<file path="src/rtl/ahb_slave_port_ctrl.sv">
// Per-slave AHB port sequencer: burst-locked address select, pipelined data select, beat counting.
// Optional stalled-slave watchdog enabled by defining AHB_PORT_WAIT_TIMEOUT_EN.
module ahb_slave_port_ctrl #(
   parameter int MASTER_NUM     = 2,
   parameter int TIMEOUT_CYCLES = 16
) (
   input  logic                    hclk,
   input  logic                    hreset_n,
   input  logic [MASTER_NUM-1:0]   hgrant_in,
   input  logic [MASTER_NUM*2-1:0] htrans_in,
   input  logic [MASTER_NUM*3-1:0] hburst_in,
   input  logic                    hready_slv,
   input  logic                    hresp_slv,
   output logic [MASTER_NUM-1:0]   addr_sel,
   output logic [MASTER_NUM-1:0]   data_sel,
   output logic [MASTER_NUM-1:0]   hready_out,
   output logic [MASTER_NUM-1:0]   hresp_out,
   output logic                    burst_done,
   output logic                    burst_abort,
   output logic                    busy
);

   // state | meaning
   // IDLE  | no burst owned; address select follows the arbiter grant
   // BURST | owner locked, beats remain to be issued
   // LAST  | final beat issued, waiting for its data phase to complete
   localparam logic [1:0] ST_IDLE  = 2'd0;
   localparam logic [1:0] ST_BURST = 2'd1;
   localparam logic [1:0] ST_LAST  = 2'd2;

   localparam logic [1:0] HT_IDLE   = 2'b00;
   localparam logic [1:0] HT_NONSEQ = 2'b10;
   localparam logic [1:0] HT_SEQ    = 2'b11;

   localparam logic [2:0] HB_SINGLE = 3'b000;
   localparam logic [2:0] HB_INCR   = 3'b001;

   logic [1:0]            state_q, state_d;
   logic [4:0]            cnt_q, cnt_d;
   logic [MASTER_NUM-1:0] owner_q, owner_d;
   logic                  incr_q, incr_d;
   logic                  single_q, single_d;
   logic                  done_d, abort_d;

   logic [MASTER_NUM-1:0] grant_sel;
   logic [1:0]            own_trans;
   logic [2:0]            own_burst;
   logic [4:0]            len_m1;
   logic                  eff_ready, eff_resp, to_ovr, to_end;
   logic                  accept, err;

   always_comb begin
      grant_sel = '0;
      for (int i = MASTER_NUM-1; i >= 0; i--) begin
         if (hgrant_in[i]) begin
            grant_sel    = '0;
            grant_sel[i] = 1'b1;
         end
      end
   end

   // Grant is ignored while a burst is locked; nothing is selected while in reset.
   assign addr_sel = !hreset_n ? '0 : (state_q == ST_BURST) ? owner_q : grant_sel;

   always_comb begin
      own_trans = HT_IDLE;
      own_burst = HB_SINGLE;
      for (int i = 0; i < MASTER_NUM; i++) begin
         if (addr_sel[i]) begin
            own_trans = htrans_in[2*i +: 2];
            own_burst = hburst_in[3*i +: 3];
         end
      end
   end

   always_comb begin
      case (own_burst)
         3'b010, 3'b011: len_m1 = 5'd3;
         3'b100, 3'b101: len_m1 = 5'd7;
         3'b110, 3'b111: len_m1 = 5'd15;
         default:        len_m1 = 5'd0;
      endcase
   end

`ifdef AHB_PORT_WAIT_TIMEOUT_EN
   logic [7:0] to_cnt_q;
   logic       to_ph1_q, to_ph2_q;
   logic       stall;

   assign stall = (|data_sel) & ~hready_slv & ~to_ph1_q & ~to_ph2_q;

   always_ff @(posedge hclk or negedge hreset_n) begin
      if (!hreset_n) begin
         to_cnt_q <= '0;
         to_ph1_q <= 1'b0;
         to_ph2_q <= 1'b0;
      end else begin
         to_ph2_q <= to_ph1_q;
         to_ph1_q <= stall && (to_cnt_q == 8'(TIMEOUT_CYCLES-1));
         if (stall && (to_cnt_q != 8'(TIMEOUT_CYCLES-1)))
            to_cnt_q <= to_cnt_q + 8'd1;
         else
            to_cnt_q <= '0;
      end
   end

   // Two-cycle ERROR forced onto the owner in place of the stalled slave.
   assign to_ovr    = to_ph1_q | to_ph2_q;
   assign to_end    = to_ph2_q;
   assign eff_ready = to_ph2_q | (~to_ph1_q & hready_slv);
   assign eff_resp  = to_ovr | hresp_slv;
`else
   logic [7:0] to_unused;
   assign to_unused = 8'(TIMEOUT_CYCLES);
   assign to_ovr    = 1'b0;
   assign to_end    = 1'b0;
   assign eff_ready = hready_slv;
   assign eff_resp  = hresp_slv;
`endif

   assign accept = hready_slv & ~to_ovr;
   assign err    = (|data_sel) & eff_ready & eff_resp;

   always_comb begin
      state_d  = state_q;
      cnt_d    = cnt_q;
      owner_d  = owner_q;
      incr_d   = incr_q;
      single_d = single_q;
      done_d   = 1'b0;
      abort_d  = 1'b0;
      if (err) begin
         state_d  = ST_IDLE;
         cnt_d    = '0;
         owner_d  = '0;
         incr_d   = 1'b0;
         single_d = 1'b0;
         abort_d  = 1'b1;
      end else if (accept) begin
         single_d = 1'b0;
         if (single_q && !eff_resp)
            done_d = 1'b1;
         case (state_q)
            ST_BURST: begin
               if (own_trans == HT_SEQ) begin
                  if (!incr_q && cnt_q == 5'd1)
                     state_d = ST_LAST;
                  if (cnt_q != 5'd0)
                     cnt_d = cnt_q - 5'd1;
               end else if (incr_q && (own_trans == HT_IDLE || own_trans == HT_NONSEQ)) begin
                  state_d = ST_LAST;
               end
            end
            default: begin
               if (state_q == ST_LAST && !eff_resp) begin
                  state_d = ST_IDLE;
                  done_d  = 1'b1;
                  owner_d = '0;
                  incr_d  = 1'b0;
               end
               // A NONSEQ alongside the LAST completion starts the next transfer directly.
               if (state_d == ST_IDLE && own_trans == HT_NONSEQ) begin
                  cnt_d = len_m1;
                  if (own_burst == HB_SINGLE) begin
                     single_d = 1'b1;
                  end else begin
                     state_d = ST_BURST;
                     owner_d = addr_sel;
                     incr_d  = (own_burst == HB_INCR);
                  end
               end
            end
         endcase
      end
   end

   always_ff @(posedge hclk or negedge hreset_n) begin
      if (!hreset_n) begin
         state_q     <= ST_IDLE;
         cnt_q       <= '0;
         owner_q     <= '0;
         incr_q      <= 1'b0;
         single_q    <= 1'b0;
         data_sel    <= '0;
         burst_done  <= 1'b0;
         burst_abort <= 1'b0;
      end else begin
         state_q     <= state_d;
         cnt_q       <= cnt_d;
         owner_q     <= owner_d;
         incr_q      <= incr_d;
         single_q    <= single_d;
         burst_done  <= done_d;
         burst_abort <= abort_d;
         if (to_end)
            data_sel <= '0;
         else if (accept)
            data_sel <= addr_sel & {MASTER_NUM{own_trans[1]}};
      end
   end

   always_comb begin
      hready_out = '1;
      hresp_out  = '0;
      for (int i = 0; i < MASTER_NUM; i++) begin
         hready_out[i] = data_sel[i] ? eff_ready : 1'b1;
         hresp_out[i]  = data_sel[i] & eff_resp;
      end
   end

   assign busy = (state_q != ST_IDLE) | (|data_sel);

endmodule
</file>
<file path="config.mk">
export PLATFORM = sky130hd
export DESIGN_NAME = ahb_slave_port_ctrl
export DESIGN_NICKNAME = d
export VERILOG_FILES = /design/src/rtl/ahb_slave_port_ctrl.sv
export SDC_FILE = /design/constraint.sdc
export NUM_CORES = 1
export LEC_CHECK = 0
export BUFFER_PORTS_ARGS = -buffer_cell sky130_fd_sc_hd__buf_2
export CAP_MARGIN = 10
export CORE_ASPECT_RATIO = 1.2
export CORE_MARGIN = 4
export CORE_UTILIZATION = 48
export CTS_CLUSTER_DIAMETER = 80
export DETAILED_ROUTE_END_ITERATION = 8
export PLACE_DENSITY = 0.75
export SYNTH_ARGS = -nofsm -noshare
export SYNTH_HDL_FRONTEND = slang
export SYNTH_SLANG_ARGS = --single-unit
export TNS_END_PERCENT = 30
</file>
<file path="constraint.sdc">
create_clock -name hclk -period 2.2 [get_ports hclk]
set_clock_uncertainty 0.2 [all_clocks]
set_input_delay 0.44 -clock hclk [delete_from_list [all_inputs] [get_ports hclk]]
set_output_delay 0.44 -clock hclk [all_outputs]
set_load 0.005 [all_outputs]
</file>
==> load_flow_metrics.sql, run 1 <==
INSERT INTO impl_metrics (metric_group, metric, value, unit) VALUES
('status', 'outcome', 'complete, but fails checks', ''),
('status', 'violations', 'setup timing', ''),
('power', 'power_density', '899', 'nW/um2'),
('detailed_routing', 'drt-wirelength-per-cell', '17.6', 'um'),
('timing', 'layout_worst_path_cycle_share', '109', '%'),
('worst_setup_path', 'critical_path_required', '2.20', 'ns'),
('grt', 'grt_pass1_vias', '1501', ''),
('worst_setup_path', 'timing.critical_path.fanout_max', '6', ''),
('final_layout', 'final.fill_count', '188', ''),
('placement', 'buffers_on_ports', '26', ''),
('grt', 'grt_pass1_wl', '6.58', 'mm'),
('timing', 'max_slew_violation_count', '0', ''),
('timing', 'layout_min_cycle_time', '2.39', 'ns'),
('final_layout', 'net_count_reported_at_finish', '222', ''),
('detailed_routing', 'drt_first_pass_iters', '5', ''),
('run', 'max_cap_violations', '0', ''),
('placement', 'placed_cells', '220', ''),
('clock_network', 'clock-root-buffer', 'clkbuf_4', ''),
('yosys', 'synth-edff-count', '0', ''),
('final_layout', 'num_antenna_cells', '0', ''),
('timing', 'worst_slew_margin_relative_to_its_limit', '66.4', '%'),
('yosys', 'post_synth_num_cell_types', '48', ''),
('worst_hold_path', 'timing.hold.worst.class', 'in -> reg', ''),
('yosys', 'yosysWarningCount', '0', ''),
('worst_setup_path', 'worst_ep_arrival_time', '2.39', 'ns'),
('timing', 'setup_tns', '-1.00', 'ns'),
('detailed_routing', 'via_count', '1426', ''),
('placement', 'place_hpwl', '2.99', 'mm'),
('timing', 'timing.fmax', '418', 'MHz'),
('final_layout', 'post_route_cells_drive_above_1_share', '37.6', '%'),
('worst_setup_path', 'critical_path_class', 'reg -> reg', ''),
('worst_setup_path', 'critical_path.slowest_cell', 'dfrtp_1', ''),
('clock_network', 'worst_setup_hold_path_clk_slew', '0.11', 'ns'),
('timing', 'grt_setup_unrepaired', 'true', ''),
('floorplan', 'initial_core_util', '52.0', '%'),
('yosys', 'synth_area_per_cell', '8.33', 'um2'),
('timing', 'worst_slew_pin_slew', '0.500', 'ns'),
('worst_setup_path', 'worst_setup_path_start_kind', 'register', ''),
('timing', 'worst_slack_setup_final', '-0.194', 'ns'),
('grt', 'largest_net_degree_at_the_start_of_global_routing', '15', ''),
('power', 'power.leakage', '0.000817', 'uW'),
('final_layout', 'finalNonFillerCells', '233', ''),
('clock_network', 'clock_tree_from_tritoncts', 'done', ''),
('yosys', 'synth.net_count', '166', ''),
('yosys', 'synth_seq_area_share', '30.6', '%'),
('final_layout', 'layout.cells.most_common_list', '26 x buf_4, 25 x buf_2, 17 x nand2_1', ''),
('final_layout', 'mostFrequentLayoutCell', 'buf_4', ''),
('worst_setup_path', 'worst_path_most_repeated_cell', 'mux2_4', ''),
('placement', 'final_replace_weighted_congestion', '0.925', ''),
('clock_network', 'clkSinkCount', '15', ''),
('detailed_routing', 'drt_wl_total', '4.10', 'mm'),
('grt', 'groute.usage.overall', '25.6', '%'),
('floorplan', 'die_area', '3430', 'um2'),
('yosys', 'register_bit_count_reported_by_yosys', '15', ''),
('floorplan', 'top_level_ports', '27', ''),
('grt', 'global_route.overflow_total', '0', ''),
('floorplan', 'die_w', '54.1', 'um'),
('timing', 'finalHoldViolations', '0', ''),
('grt', 'grt_antenna_before_repair', '0', ''),
('power', 'worst_ir_drop_vdd', '0.685', 'mV'),
('detailed_routing', 'route.detailed.vias_per_inst', '6.12', ''),
('yosys', 'netlist_instances', '147', ''),
('final_layout', 'area_delta_synth_final', '35.5', '%'),
('yosys', 'synth_area', '1220', 'um2'),
('clock_network', 'clkLatencyLatePin', '0.30', 'ns'),
('detailed_routing', 'drcViolationCount', '0', ''),
('detailed_routing', 'initialDrtViolationCount', '104', ''),
('floorplan', 'fp-row-count', '19', ''),
('yosys', 'async_reset_ff_share', '100', '%'),
('clock_network', 'cts_made_buffers', '3', ''),
('clock_network', 'cts.htree.levels', '1', ''),
('floorplan', 'floorplan.core_area', '2350', 'um2'),
('detailed_routing', 'final_antenna_net_count', '0', ''),
('yosys', 'yosys_most_used_dff', 'dfrtp_1', ''),
('clock_network', 'cts.path.max_buffers', '2', ''),
('floorplan', 'die_y', '63.3', 'um'),
('worst_setup_path', 'critPathMaxStageDelay', '0.43', 'ns'),
('worst_setup_path', 'ordered_cell_list_for_the_critical_path', 'nand2b_4 -> mux2_4 -> buf_6 -> a211oi_4 -> o32ai_4 -> a21o_2 -> mux2_4', ''),
('worst_setup_path', 'worstSetupEndpointType', 'register', ''),
('timing', 'setup_viol', '9', '');
[cells by family after synthesis]
logic type      Yosys count  share of synthesized area (%)
simple gates             58                           25.3
fa+ha+maj                 3                           3.06
buf+inv                  18                           7.46
mux                       6                           5.82
flops                    15                           30.6
compound gates           47                           27.7
[worst max-delay path, delay by kind of cell (launching register included)]
kind	cells	cell delay [ns]
buffers and inverters	1	0.13
muxes	2	0.64
AOI/OAI and AO/OA	3	0.69
and+or+nand+nor	1	0.20
DFF	1	0.43
[cell type report]
type / count / area, um2 / share of cell area [%]
Clock inverter: 1 / 7.51 / 0.452
Multi-Input combinational cell: 114 / 785 / 47.2
Inverter: 12 / 45.0 / 2.71
Tap cell: 31 / 38.8 / 2.34
Sequential cell: 15 / 377 / 22.7
Timing Repair Buffer: 57 / 385 / 23.2
Clock buffer: 3 / 22.5 / 1.36
[sequential cells by signal, summed over array words and instances, names as in the netlist]
| register | flops |
|---|---|
| single_q | 1 |
| incr_q | 1 |
| burst_done | 1 |
| data_sel | 2 |
| burst_abort | 1 |
| cnt_q | 5 |
| owner_q | 2 |
| state_q | 2 |
[through the flow]
step | area [um2] | hold WS [ns] | power (uW) | utilization (%) | setup WS (ns)
after floorplan | 1230 | -0.0556 | 919 | - | -0.0515
after global placement | 1520 | 0.233 | 1130 | 64.4 | -0.144
after detailed placement | 1520 | 0.241 | 1160 | 64.4 | -0.175
after CTS | 1630 | 0.172 | 1430 | 69.1 | -0.131
after global routing | 1660 | 0.168 | 1600 | 70.5 | -0.279
final | 1660 | 0.177 | 1490 | 70.5 | -0.194
[per-layer routing]
metal  wire (um)  GRT usage (%)  up-vias
met5           0              0        -
met4         125           10.9        0
met3         298           5.90       15
met2        2180           43.9       73
met1        1490           28.9      678
li1            -              -      660
[final timing paths]
check                                               to                    from  slack, ns  depth (start not counted)
worst max-delay path              cnt_q[1]$_DFFE_PN0P_  state_q[1]$_DFFE_PN0P_      -0.19                          7
max in group asynchronous       state_q[0]$_DFFE_PN0P_                hreset_n       1.14                          3
worst min-delay path              burst_done$_DFF_PN0_               hresp_slv       0.18                          2
worst max register to register    cnt_q[1]$_DFFE_PN0P_  state_q[1]$_DFFE_PN0P_      -0.19                          7
worst min register to register    single_q$_DFFE_PN0P_    single_q$_DFFE_PN0P_       0.32                          1
min in group asynchronous        burst_abort$_DFF_PN0_                hreset_n       0.47                          3
[timing repair]
| action | 4_1_cts | 5_1_grt |
|---|---|---|
| setup endpoints to repair | 5 | 11 |
| hold buffers | 2 | 0 |
| pin swaps | 0 | 2 |
| setup buffers | 5 | 2 |
| gates resized for setup | 6 | 6 |
| hold endpoints to repair | 15 | 0 |
[power by group]
group	switching [uW]	internal, uW
clock	110	69.3
sequential	74.0	348
combinational	455	437
[cells in the mapped netlist (3+ instances only)]
| master | number | area [um2] |
|---|---|---|
| o211ai_1 | 4 | 30.0 |
| a21oi_1 | 6 | 30.0 |
| nand2_1 | 18 | 67.6 |
| o21ai_0 | 10 | 50.1 |
| a211o_1 | 3 | 26.3 |
| nand4_1 | 4 | 25.0 |
| nand3_1 | 7 | 35.0 |
| nor2_1 | 8 | 30.0 |
| dfrtp_1 | 15 | 375 |
| mux2i_1 | 3 | 30.0 |
| ha_1 | 3 | 37.5 |
| a211oi_1 | 3 | 22.5 |
| inv_1 | 12 | 45.0 |
| a31oi_1 | 6 | 37.5 |
| nor3_1 | 6 | 30.0 |
Note: power is estimated with default switching activity, not from simulation.
==> inputs of run 2 (changes only) <==
--- a/config.mk
+++ b/config.mk
@@ -12,7 +12,7 @@
 export CORE_UTILIZATION = 48
 export CTS_CLUSTER_DIAMETER = 80
 export DETAILED_ROUTE_END_ITERATION = 8
-export PLACE_DENSITY = 0.75
+export PLACE_DENSITY = 0.72
 export SYNTH_ARGS = -nofsm -noshare
 export SYNTH_HDL_FRONTEND = slang
 export SYNTH_SLANG_ARGS = --single-unit
==> constraint.sdc (replaced) <==
create_clock -name hclk -period 2.6 [get_ports hclk]
set_clock_uncertainty 0.2 [all_clocks]
set_input_delay 0.52 -clock hclk [delete_from_list [all_inputs] [get_ports hclk]]
set_output_delay 0.52 -clock hclk [all_outputs]
set_load 0.005 [all_outputs]
==> run 2 against run 1 <==
  * The flow now finishes without violations
  * Non-clock buffer count fell by 21
  * Via count fell by 8.4%
  * Sequential power fell by 15%
  * Sequential share of layout area rose by 2.8 points
==> load_flow_metrics.sql, run 2 (synthesis gave the netlist of run 1 again) <==
INSERT INTO impl_metrics (metric_group, metric, value, unit) VALUES
('final_layout', 'net_count_reported_at_finish', '201', ''),
('placement', 'placed_area', '1420', 'um2'),
('clock_network', 'clkSinkCount', '15', ''),
('detailed_routing', 'final_antenna_net_count', '0', ''),
('grt', 'grt_pass1_vias', '1288', ''),
('final_layout', 'mostFrequentLayoutCell', 'buf_2', ''),
('power', 'power_density', '752', 'nW/um2'),
('floorplan', 'fp-row-count', '19', ''),
('clock_network', 'cts.htree.levels', '1', ''),
('detailed_routing', 'via_count', '1306', ''),
('floorplan', 'top_level_ports', '27', ''),
('clock_network', 'clock_tree_from_tritoncts', 'done', ''),
('worst_setup_path', 'r2r-start', 'state_q[0]$_DFFE_PN0P_', ''),
('run', 'max_cap_violations', '0', ''),
('clock_network', 'postCtsSetupBuffers', '0', ''),
('final_layout', 'final_area', '1470', 'um2'),
('placement', 'dpl_worst_slack', '0.108', 'ns'),
('grt', 'grt_antenna_before_repair', '0', ''),
('timing', 'finalHoldViolations', '0', ''),
('placement', 'buffers_on_ports', '26', ''),
('timing', 'worst_slack_setup_final', '0.0701', 'ns'),
('final_layout', 'seq_area', '375', 'um2'),
('worst_setup_path', 'worstSetupEndpointType', 'output pin', ''),
('clock_network', 'cts.hold.buffers_added', '2', ''),
('final_layout', 'multi_input_area', '758', 'um2'),
('detailed_routing', 'drt_wl_total', '3.66', 'mm'),
('power', 'seq_power_share', '32.3', '%'),
('detailed_routing', 'route.detailed.vias_per_inst', '6.16', ''),
('power', 'p_sw', '499', 'uW'),
('detailed_routing', 'drt-wirelength-per-cell', '17.3', 'um'),
('worst_setup_path', 'setup.worst_path.end', 'addr_sel[1]', ''),
('clock_network', 'cts_made_buffers', '3', ''),
('clock_network', 'worst_setup_hold_path_clk_slew', '0.11', 'ns'),
('final_layout', 'layout.cells.most_common_list', '26 x buf_2, 18 x nand2_1, 15 x dfrtp_1', ''),
('power', 'power.leakage', '0.000713', 'uW'),
('final_layout', 'registers.top_by_ff_count', 'cnt_q', ''),
('timing', 'layout_min_cycle_time', '2.53', 'ns'),
('grt', 'global_route.overflow_total', '0', ''),
('detailed_routing', 'drt_first_pass_iters', '7', ''),
('worst_setup_path', 'critical_path_required', '1.88', 'ns'),
('power', 'relative_contribution_of_combinational_cells_to_total_power', '54.0', '%'),
('power', 'cell_internal_pwr', '607', 'uW'),
('grt', 'grt_pass1_wl', '5.92', 'mm'),
('grt', 'largest_net_degree_at_the_start_of_global_routing', '13', ''),
('floorplan', 'die_y', '63.3', 'um'),
('worst_setup_path', 'worst_setup_path_startpoint', 'state_q[0]$_DFFE_PN0P_', ''),
('timing', 'layout_worst_path_cycle_share', '97.3', '%'),
('clock_network', 'clock-root-buffer', 'clkbuf_4', ''),
('floorplan', 'die_area', '3430', 'um2'),
('worst_setup_path', 'worst-r2r-setup-slack', '0.25', 'ns'),
('timing', 'max_slew_violation_count', '0', ''),
('power', 'worst_ir_drop_vdd', '0.495', 'mV'),
('floorplan', 'floorplan.core_area', '2350', 'um2'),
('final_layout', 'final.fill_count', '216', ''),
('timing', 'setup_tns', '0', 'ns'),
('timing', 'grt_setup_unrepaired', 'false', ''),
('status', 'outcome', 'complete, no violations', ''),
('worst_setup_path', 'worstRegToRegCells', '6', ''),
('timing', 'setup_viol', '0', ''),
('final_layout', 'largest_register_ffs', '5', ''),
('floorplan', 'die_w', '54.1', 'um'),
('final_layout', 'post_route_cells_drive_above_1_share', '27.6', '%'),
('grt', 'groute.usage.overall', '23.0', '%'),
('final_layout', 'num_antenna_cells', '0', ''),
('placement', 'place_hpwl', '2.83', 'mm'),
('detailed_routing', 'drcViolationCount', '0', ''),
('power', 'switching_share', '45.1', '%'),
('worst_setup_path', 'critical_path.reg2reg.endpoint', 'cnt_q[2]$_DFFE_PN0P_', ''),
('floorplan', 'initial_core_util', '52.0', '%'),
('clock_network', 'cts_resized', '0', ''),
('timing', 'worst_slew_pin_slew', '0.501', 'ns'),
('worst_setup_path', 'critical_path_class', 'reg -> out', ''),
('clock_network', 'cts.path.max_buffers', '2', ''),
('worst_setup_path', 'worst_ep_arrival_time', '1.81', 'ns'),
('worst_setup_path', 'worst_setup_path_start_kind', 'register', ''),
('power', 'clock_power_share', '13.8', '%'),
('timing', 'worst_slew_margin_relative_to_its_limit', '66.4', '%'),
('worst_hold_path', 'holdCritStartpoint', 'hresp_slv', ''),
('final_layout', 'area_delta_synth_final', '20.0', '%'),
('clock_network', 'clkLatencyLatePin', '0.30', 'ns'),
('placement', 'final_replace_weighted_congestion', '0.892', ''),
('worst_hold_path', 'timing.hold.worst.class', 'in -> reg', ''),
('worst_setup_path', 'timing.critical_path.fanout_max', '9', ''),
('detailed_routing', 'initialDrtViolationCount', '85', ''),
('timing', 'timing.fmax', '395', 'MHz');
## run 2: worst min-delay path by stage
stage / endpoint / cells past startpoint
after detailed placement: cnt_q[2]$_DFFE_PN0P_ / 2
after global placement: cnt_q[2]$_DFFE_PN0P_ / 2
final: burst_done$_DFF_PN0_ / 2
after CTS: burst_done$_DFF_PN0_ / 2
after global routing: burst_done$_DFF_PN0_ / 2
after floorplan: burst_abort$_DFF_PN0_ / 0
## run 2: area by class of cell
type / count / share of cell area [%]
well taps: 31 / 2.64
inverters: 12 / 3.06
multi-input cells: 114 / 51.6
clock inverters: 1 / 0.511
clock buffers: 3 / 1.53
repair buffers: 36 / 15.1
flip-flops and latches: 15 / 25.5
## run 2: power by group through the flow
stage	clock network, uW	registers [uW]	logic (uW)
after CTS	152	355	585
after floorplan	0	341	435
after global routing	163	366	653
after detailed placement	0	360	579
final	152	357	597
after global placement	0	358	563
## run 2: critical path, cell delays in order (launching register included)
cell	delay (ns)
dfrtp_1	0.48
nand2b_4	0.17
mux2_4	0.35
nand2_1	0.21
inv_1	0.14
buf_2	0.15
## run 2: stage by stage
step	hold slack (ns)	instances	util, %	total power (uW)
final	0.241	212	62.5	1110
after global placement	0.294	206	60.3	921
after floorplan	0.0244	147	-	776
after CTS	0.237	212	62.5	1090
after global routing	0.252	212	62.5	1180
after detailed placement	0.289	206	60.3	939
## run 2: per-layer routing
metal / track usage (%) / wire length [um]
met1: 29.1 / 1470
met3: 3.54 / 246
met2: 38.9 / 1820
met5: 0 / 0
met4: 6.85 / 123
